**src/rtl/uart_tx_fifo_drain.sv**
```systemverilog
// rtl/uart_tx_fifo_drain.sv - UART transmitter that pops bytes from an upstream FIFO and serialises them
module uart_tx_fifo_drain #(
    parameter int DATA_WIDTH   = 8,
    parameter int CLKS_PER_BIT = 868,
    parameter int PARITY       = 0,
    parameter int STOP_BITS    = 1
) (
    input  logic                  clk,
    input  logic                  rst,
    input  logic                  tx_en_i,
    input  logic [DATA_WIDTH-1:0] fifo_dout_i,
    input  logic                  fifo_empty_i,
    output logic                  fifo_rd_en_o,
    output logic                  txd_o,
    output logic                  busy_o,
    output logic                  frame_done_o
);

    localparam int BAUD_W = (CLKS_PER_BIT > 1) ? $clog2(CLKS_PER_BIT) : 1;
    localparam int BIT_W  = $clog2(DATA_WIDTH + 1);

    localparam logic [BAUD_W-1:0] BAUD_LAST = BAUD_W'(CLKS_PER_BIT - 1);
    localparam logic [BIT_W-1:0]  DATA_LAST = BIT_W'(DATA_WIDTH - 1);
    localparam logic [BIT_W-1:0]  STOP_LAST = BIT_W'(STOP_BITS - 1);

    typedef enum logic [2:0] {
        S_IDLE,
        S_POP,
        S_LOAD,
        S_START,
        S_DATA,
        S_PARITY,
        S_STOP
    } state_t;

    state_t                state_q, state_d;
    logic [BAUD_W-1:0]     baud_q, baud_d;
    logic [BIT_W-1:0]      bit_q, bit_d;
    logic [DATA_WIDTH-1:0] shift_q, shift_d;
    logic                  par_q, par_d;
    logic                  txd_q, txd_d;
    logic                  rd_en_q, rd_en_d;
    logic                  busy_q, busy_d;
    logic                  done_q, done_d;

    logic baud_last;
    assign baud_last = (baud_q == BAUD_LAST);

    // Next-state, counters and registered-output values; outputs are derived
    // from the next-state values so they line up with the state they describe.
    always_comb begin
        state_d = state_q;
        baud_d  = baud_q;
        bit_d   = bit_q;
        shift_d = shift_q;
        par_d   = par_q;

        case (state_q)
            S_IDLE: begin
                if (tx_en_i && !fifo_empty_i) begin
                    state_d = S_POP;
                end
            end
            S_POP: begin
                state_d = S_LOAD;
            end
            S_LOAD: begin
                shift_d = fifo_dout_i;
                par_d   = (PARITY == 1) ? ~^fifo_dout_i : ^fifo_dout_i;
                baud_d  = '0;
                bit_d   = '0;
                state_d = S_START;
            end
            S_START: begin
                if (baud_last) begin
                    baud_d  = '0;
                    state_d = S_DATA;
                end else begin
                    baud_d = baud_q + BAUD_W'(1);
                end
            end
            S_DATA: begin
                if (baud_last) begin
                    baud_d  = '0;
                    shift_d = shift_q >> 1;
                    if (bit_q == DATA_LAST) begin
                        bit_d   = '0;
                        state_d = (PARITY != 0) ? S_PARITY : S_STOP;
                    end else begin
                        bit_d = bit_q + BIT_W'(1);
                    end
                end else begin
                    baud_d = baud_q + BAUD_W'(1);
                end
            end
            S_PARITY: begin
                if (baud_last) begin
                    baud_d  = '0;
                    bit_d   = '0;
                    state_d = S_STOP;
                end else begin
                    baud_d = baud_q + BAUD_W'(1);
                end
            end
            S_STOP: begin
                if (baud_last) begin
                    baud_d = '0;
                    if (bit_q == STOP_LAST) begin
                        bit_d   = '0;
                        state_d = S_IDLE;
                    end else begin
                        bit_d = bit_q + BIT_W'(1);
                    end
                end else begin
                    baud_d = baud_q + BAUD_W'(1);
                end
            end
            default: begin
                state_d = S_IDLE;
            end
        endcase

        txd_d   = 1'b1;
        rd_en_d = (state_d == S_POP);
        busy_d  = (state_d != S_IDLE);
        done_d  = (state_d == S_STOP) && (baud_d == BAUD_LAST) && (bit_d == STOP_LAST);
        case (state_d)
            S_START:  txd_d = 1'b0;
            S_DATA:   txd_d = shift_d[0];
            S_PARITY: txd_d = par_d;
            default:  txd_d = 1'b1;
        endcase
    end

    // State, datapath and output registers; reset drops the line high at once.
    always_ff @(posedge clk or posedge rst) begin
        if (rst) begin
            state_q <= S_IDLE;
            baud_q  <= '0;
            bit_q   <= '0;
            shift_q <= '0;
            par_q   <= 1'b0;
            txd_q   <= 1'b1;
            rd_en_q <= 1'b0;
            busy_q  <= 1'b0;
            done_q  <= 1'b0;
        end else begin
            state_q <= state_d;
            baud_q  <= baud_d;
            bit_q   <= bit_d;
            shift_q <= shift_d;
            par_q   <= par_d;
            txd_q   <= txd_d;
            rd_en_q <= rd_en_d;
            busy_q  <= busy_d;
            done_q  <= done_d;
        end
    end

    assign txd_o        = txd_q;
    assign fifo_rd_en_o = rd_en_q;
    assign busy_o       = busy_q;
    assign frame_done_o = done_q;

endmodule

```
**config.mk**
```make
export PLATFORM = sky130hd
export DESIGN_NAME = uart_tx_fifo_drain
export DESIGN_NICKNAME = d
export VERILOG_FILES = /design/src/rtl/uart_tx_fifo_drain.sv
export SDC_FILE = /design/constraint.sdc
export NUM_CORES = 1
export LEC_CHECK = 0
export ABC_AREA = 0
export CELL_PAD_IN_SITES_DETAIL_PLACEMENT = 0
export CELL_PAD_IN_SITES_GLOBAL_PLACEMENT = 1
export CORE_AREA = 2 2 73 75
export DETAILED_ROUTE_END_ITERATION = 8
export DIE_AREA = 0 0 75 77
export PLACE_DENSITY_LB_ADDON = 0.3
export SYNTH_ARGS = -nofsm -noshare
export SYNTH_HDL_FRONTEND = slang
export SYNTH_SLANG_ARGS = --single-unit
export TNS_END_PERCENT = 50
```
**constraint.sdc**
```tcl
create_clock -name clk -period 5.05 [get_ports clk]
set_input_delay 1.515 -clock clk [delete_from_list [all_inputs] [get_ports clk]]
set_output_delay 1.515 -clock clk [all_outputs]
set_load 0.005 [all_outputs]
```
==> impl_metrics.csv <==
group,metric,value,unit
critical_path,path_class,"input port to flop",
yosys,syn_area_per_cell,8.96,um2
sta,clock_skew,0.00426,ns
clocking,holdBufCountCts,0,
power,clock_power_share,44.8,%
yosys,syn_inst,214,
yosys,yosys_warnings,0,
routing,wl_per_cell,14.4,um
routing,drt_iter0_drc,146,
layout,multi_input_area,1090,um2
sta,fmax,337,MHz
floorplan,io_pins,16,
global_route,first_global_vias,1516,
floorplan,initial_utilization,38.5,%
sta,period_share,58.8,%
clocking,cts_root_buffer,"clkbuf_8",
critical_path,setup.worst_path.end_class,"flop",
clocking,cts_resized,0,
global_route,grt_max_degree,31,
power,p_seq_share,48.8,%
routing,wl_met3,215,um
power,netSwitchingFraction,21.3,%
placed_design,dp.cells,292,
critical_path,cp.arrival,3.16,ns
routing,viasPerCell,5.47,
yosys,synthFlopType,"dfrtp_1",
clocking,cts_buffer_depth,2,
floorplan,die_h,77,um
job,maxCapViolCount,0,
routing,vias,1641,
worst_hold_path,hold_class,"flop to flop",
power,p_leak,0.934,nW
yosys,mappedNetlistArea,1920,um2
floorplan,coreArea,4980,um2
yosys,synth_fp_nets,229,
placed_design,hpwl,3070,um
yosys,synth_cell_types,56,
global_route,grt_util_all_layers,16.0,%
critical_path,cp_max_fo,3,
clocking,path_clk_slew,0.06,ns
critical_path,worst_ep_required_time,5.25,ns
clocking,insertion_delay,0.28,ns
critical_path,crit_path_start_kind,"input port",
sta,tightest_slew,0.810,ns
yosys,synth_edf_count,0,
clocking,postCtsSetupBuffers,0,
sta,finalSetupViolCount,0,
routing,ant_nets,0,
layout,register_area,752,um2
routing,drt_wl_total,4330,um
yosys,synth-async-reset-ratio,100,%
power,combPwrFrac,6.4,%
clocking,cts_buffers,5,
sta,period_minus_slack,2.97,ns
sta,rsz0062_at_grt,"no",
sta,slew_viol_final,0,
power,powerDensity,228,nW/um2
power,intPower,0.000402,W
clocking,clock_sinks,30,
layout,syn2layout_area_growth,16.8,%
sta,hold_violations,0,
sta,fin_tns_setup,0,ns
layout,layout-drive-gt1-share,9.57,%
power,ir_worst_vdd,0.101,mV
power,power.switching,0.000109,W
layout,layout.nets,244,
clocking,cts.htree.levels,2,
layout,diodes,0,
routing,drc_errors,0,
global_route,grt_pass1_wl,7190,um
routing,wl_met1,2150,um
sta,max_slew_margin,46.0,%
clocking,cts_tree,"built",
floorplan,dieArea,5780,um2
placed_design,io_buffers,15,
floorplan,die_x,75,um
routing,wl_met2,1870,um
outcome,status,"finished, final reports clean",
yosys,ys_seq_area_share,39.2,%
global_route,overflow,0,
routing,dr.pass1.iters,4,
global_route,antenna_found_initial,0,
routing,topRoutingLayerUsed,"met4",
layout,fillers,486,
layout,fin_cells,300,
yosys,ys_ff_latch,30,
placed_design,place.gp.congestion,0.800,
floorplan,rows,26,
-- state kept, by name, indices dropped and copies added (netlist names) --
name          flops
bit_q             4
baud_q           10
frame_done_o      1
shift_q           8
txd_o             1
busy_o            1
par_q             1
state_q           3
fifo_rd_en_o      1
-- cells in the final DEF (no fill, tap or decap), drive strengths merged, types with 6 or more instances in the layout --
cell type,n
a21oi,8
a22oi,6
clkbuf,8
clkdlybuf4s50,15
dfrtp,29
inv,10
nand2,26
nand3,7
nor2,14
nor2b,10
nor3,6
nor4,7
o21ai,16
xnor2,7
-- worst paths after layout --
| path | slack [ns] | cells past startpoint | startpoint | end |
|---|---|---|---|---|
| max in group asynchronous | 3.13 | 3 | rst | txd_o$_DFF_PP1_ |
| worst min-delay path | 0.48 | 2 | shift_q[2]$_DFFE_PP0P_ | shift_q[2]$_DFFE_PP0P_ |
| worst max register to register | 2.31 | 6 | state_q[2]$_DFF_PP0_ | frame_done_o$_DFF_PP0_ |
| min in group asynchronous | 1.61 | 3 | rst | baud_q[4]$_DFF_PP0_ |
| worst max-delay path | 2.08 | 6 | fifo_empty_i | txd_o$_DFF_PP1_ |
| worst min register to register | 0.48 | 2 | shift_q[2]$_DFFE_PP0P_ | shift_q[2]$_DFFE_PP0P_ |
-- synthesized netlist by cell type, types with 2 or more instances --
| master | count | area (um2) |
|---|---|---|
| xnor2_1 | 7 | 61.3 |
| dfrtp_1 | 29 | 726 |
| o22ai_1 | 3 | 18.8 |
| nand4_1 | 2 | 12.5 |
| clkbuf_1 | 4 | 15.0 |
| a22oi_1 | 6 | 45.0 |
| a21boi_0 | 2 | 15.0 |
| and3b_1 | 2 | 17.5 |
| inv_1 | 10 | 37.5 |
| nor3_1 | 6 | 30.0 |
| and3_1 | 3 | 18.8 |
| nand2b_1 | 2 | 12.5 |
| nor2b_1 | 10 | 62.6 |
| buf_2 | 4 | 20.0 |
| o41ai_1 | 2 | 17.5 |
| nand2_1 | 26 | 97.6 |
| nand3_1 | 7 | 35.0 |
| a21o_1 | 2 | 15.0 |
| nand3b_1 | 2 | 15.0 |
| nor4bb_1 | 2 | 20.0 |
| ha_1 | 3 | 37.5 |
| nor4_1 | 6 | 37.5 |
| o221ai_1 | 2 | 17.5 |
| nor2_1 | 13 | 48.8 |
| a21oi_1 | 8 | 40.0 |
| nor3b_1 | 2 | 15.0 |
| o21ai_0 | 16 | 80.1 |
| a211oi_1 | 2 | 15.0 |
| o31ai_1 | 3 | 22.5 |
| and4b_1 | 2 | 20.0 |
-- cells by family after synthesis --
logic type               Yosys count  share of synthesized area, %
adder cells (fa/ha/maj)            3                          1.96
AO/OA/AOI/OAI                     58                          21.1
AND/OR/NAND/NOR                   95                          29.4
XOR/XNOR                           7                          3.20
multiplexers                       2                          1.11
flip-flops                        30                          39.2
buffers and inverters             19                          4.04
-- critical path, cell delays in order --
cell,delay (ns)
clkdlybuf4s50_1,0.38
nand2b_1,0.15
a2111oi_0,0.60
a31o_2,0.22
nor4_1,0.06
a211oi_1,0.22
-- cell type report --
class / instances / share of cell area (%)
Sequential cell: 30 / 33.6
Timing Repair Buffer: 17 / 7.37
Clock buffer: 8 / 4.91
Tap cell: 70 / 3.91
Multi-Input combinational cell: 165 / 48.6
Inverter: 10 / 1.68
-- stage by stage --
| stage | hold slack [ns] | total power, W | area (um2) | utilization [%] | worst slack [ns] |
|---|---|---|---|---|---|
| after floorplan | 0.446 | 0.000272 | 1920 | - | 2.40 |
| after global placement | 0.461 | 0.000287 | 2130 | 42.8 | 1.89 |
| after detailed placement | 0.473 | 0.000287 | 2130 | 42.8 | 1.84 |
| after CTS | 0.487 | 0.000514 | 2240 | 45.0 | 2.13 |
| after global routing | 0.496 | 0.000534 | 2240 | 45.0 | 1.96 |
| final | 0.477 | 0.000510 | 2240 | 45.0 | 2.08 |
-- routing by layer --
metal / vias to the layer above / track usage [%]
met2: 40 / 23.3
met1: 765 / 22.4
met4: 0 / 6.07
met3: 8 / 4.34
met5: - / 0
li1: 828 / -
-- power groups by stage --
stage | combinational [W] | sequential, W | clock (W)
floorplan | 0.0000192 | 0.000253 | 0
global placement | 0.0000336 | 0.000253 | 0
detailed placement | 0.0000337 | 0.000254 | 0
CTS | 0.0000338 | 0.000249 | 0.000231
global route | 0.0000365 | 0.000250 | 0.000247
finish | 0.0000325 | 0.000249 | 0.000229
No activity file was read; power rests on OpenSTA's default activity.
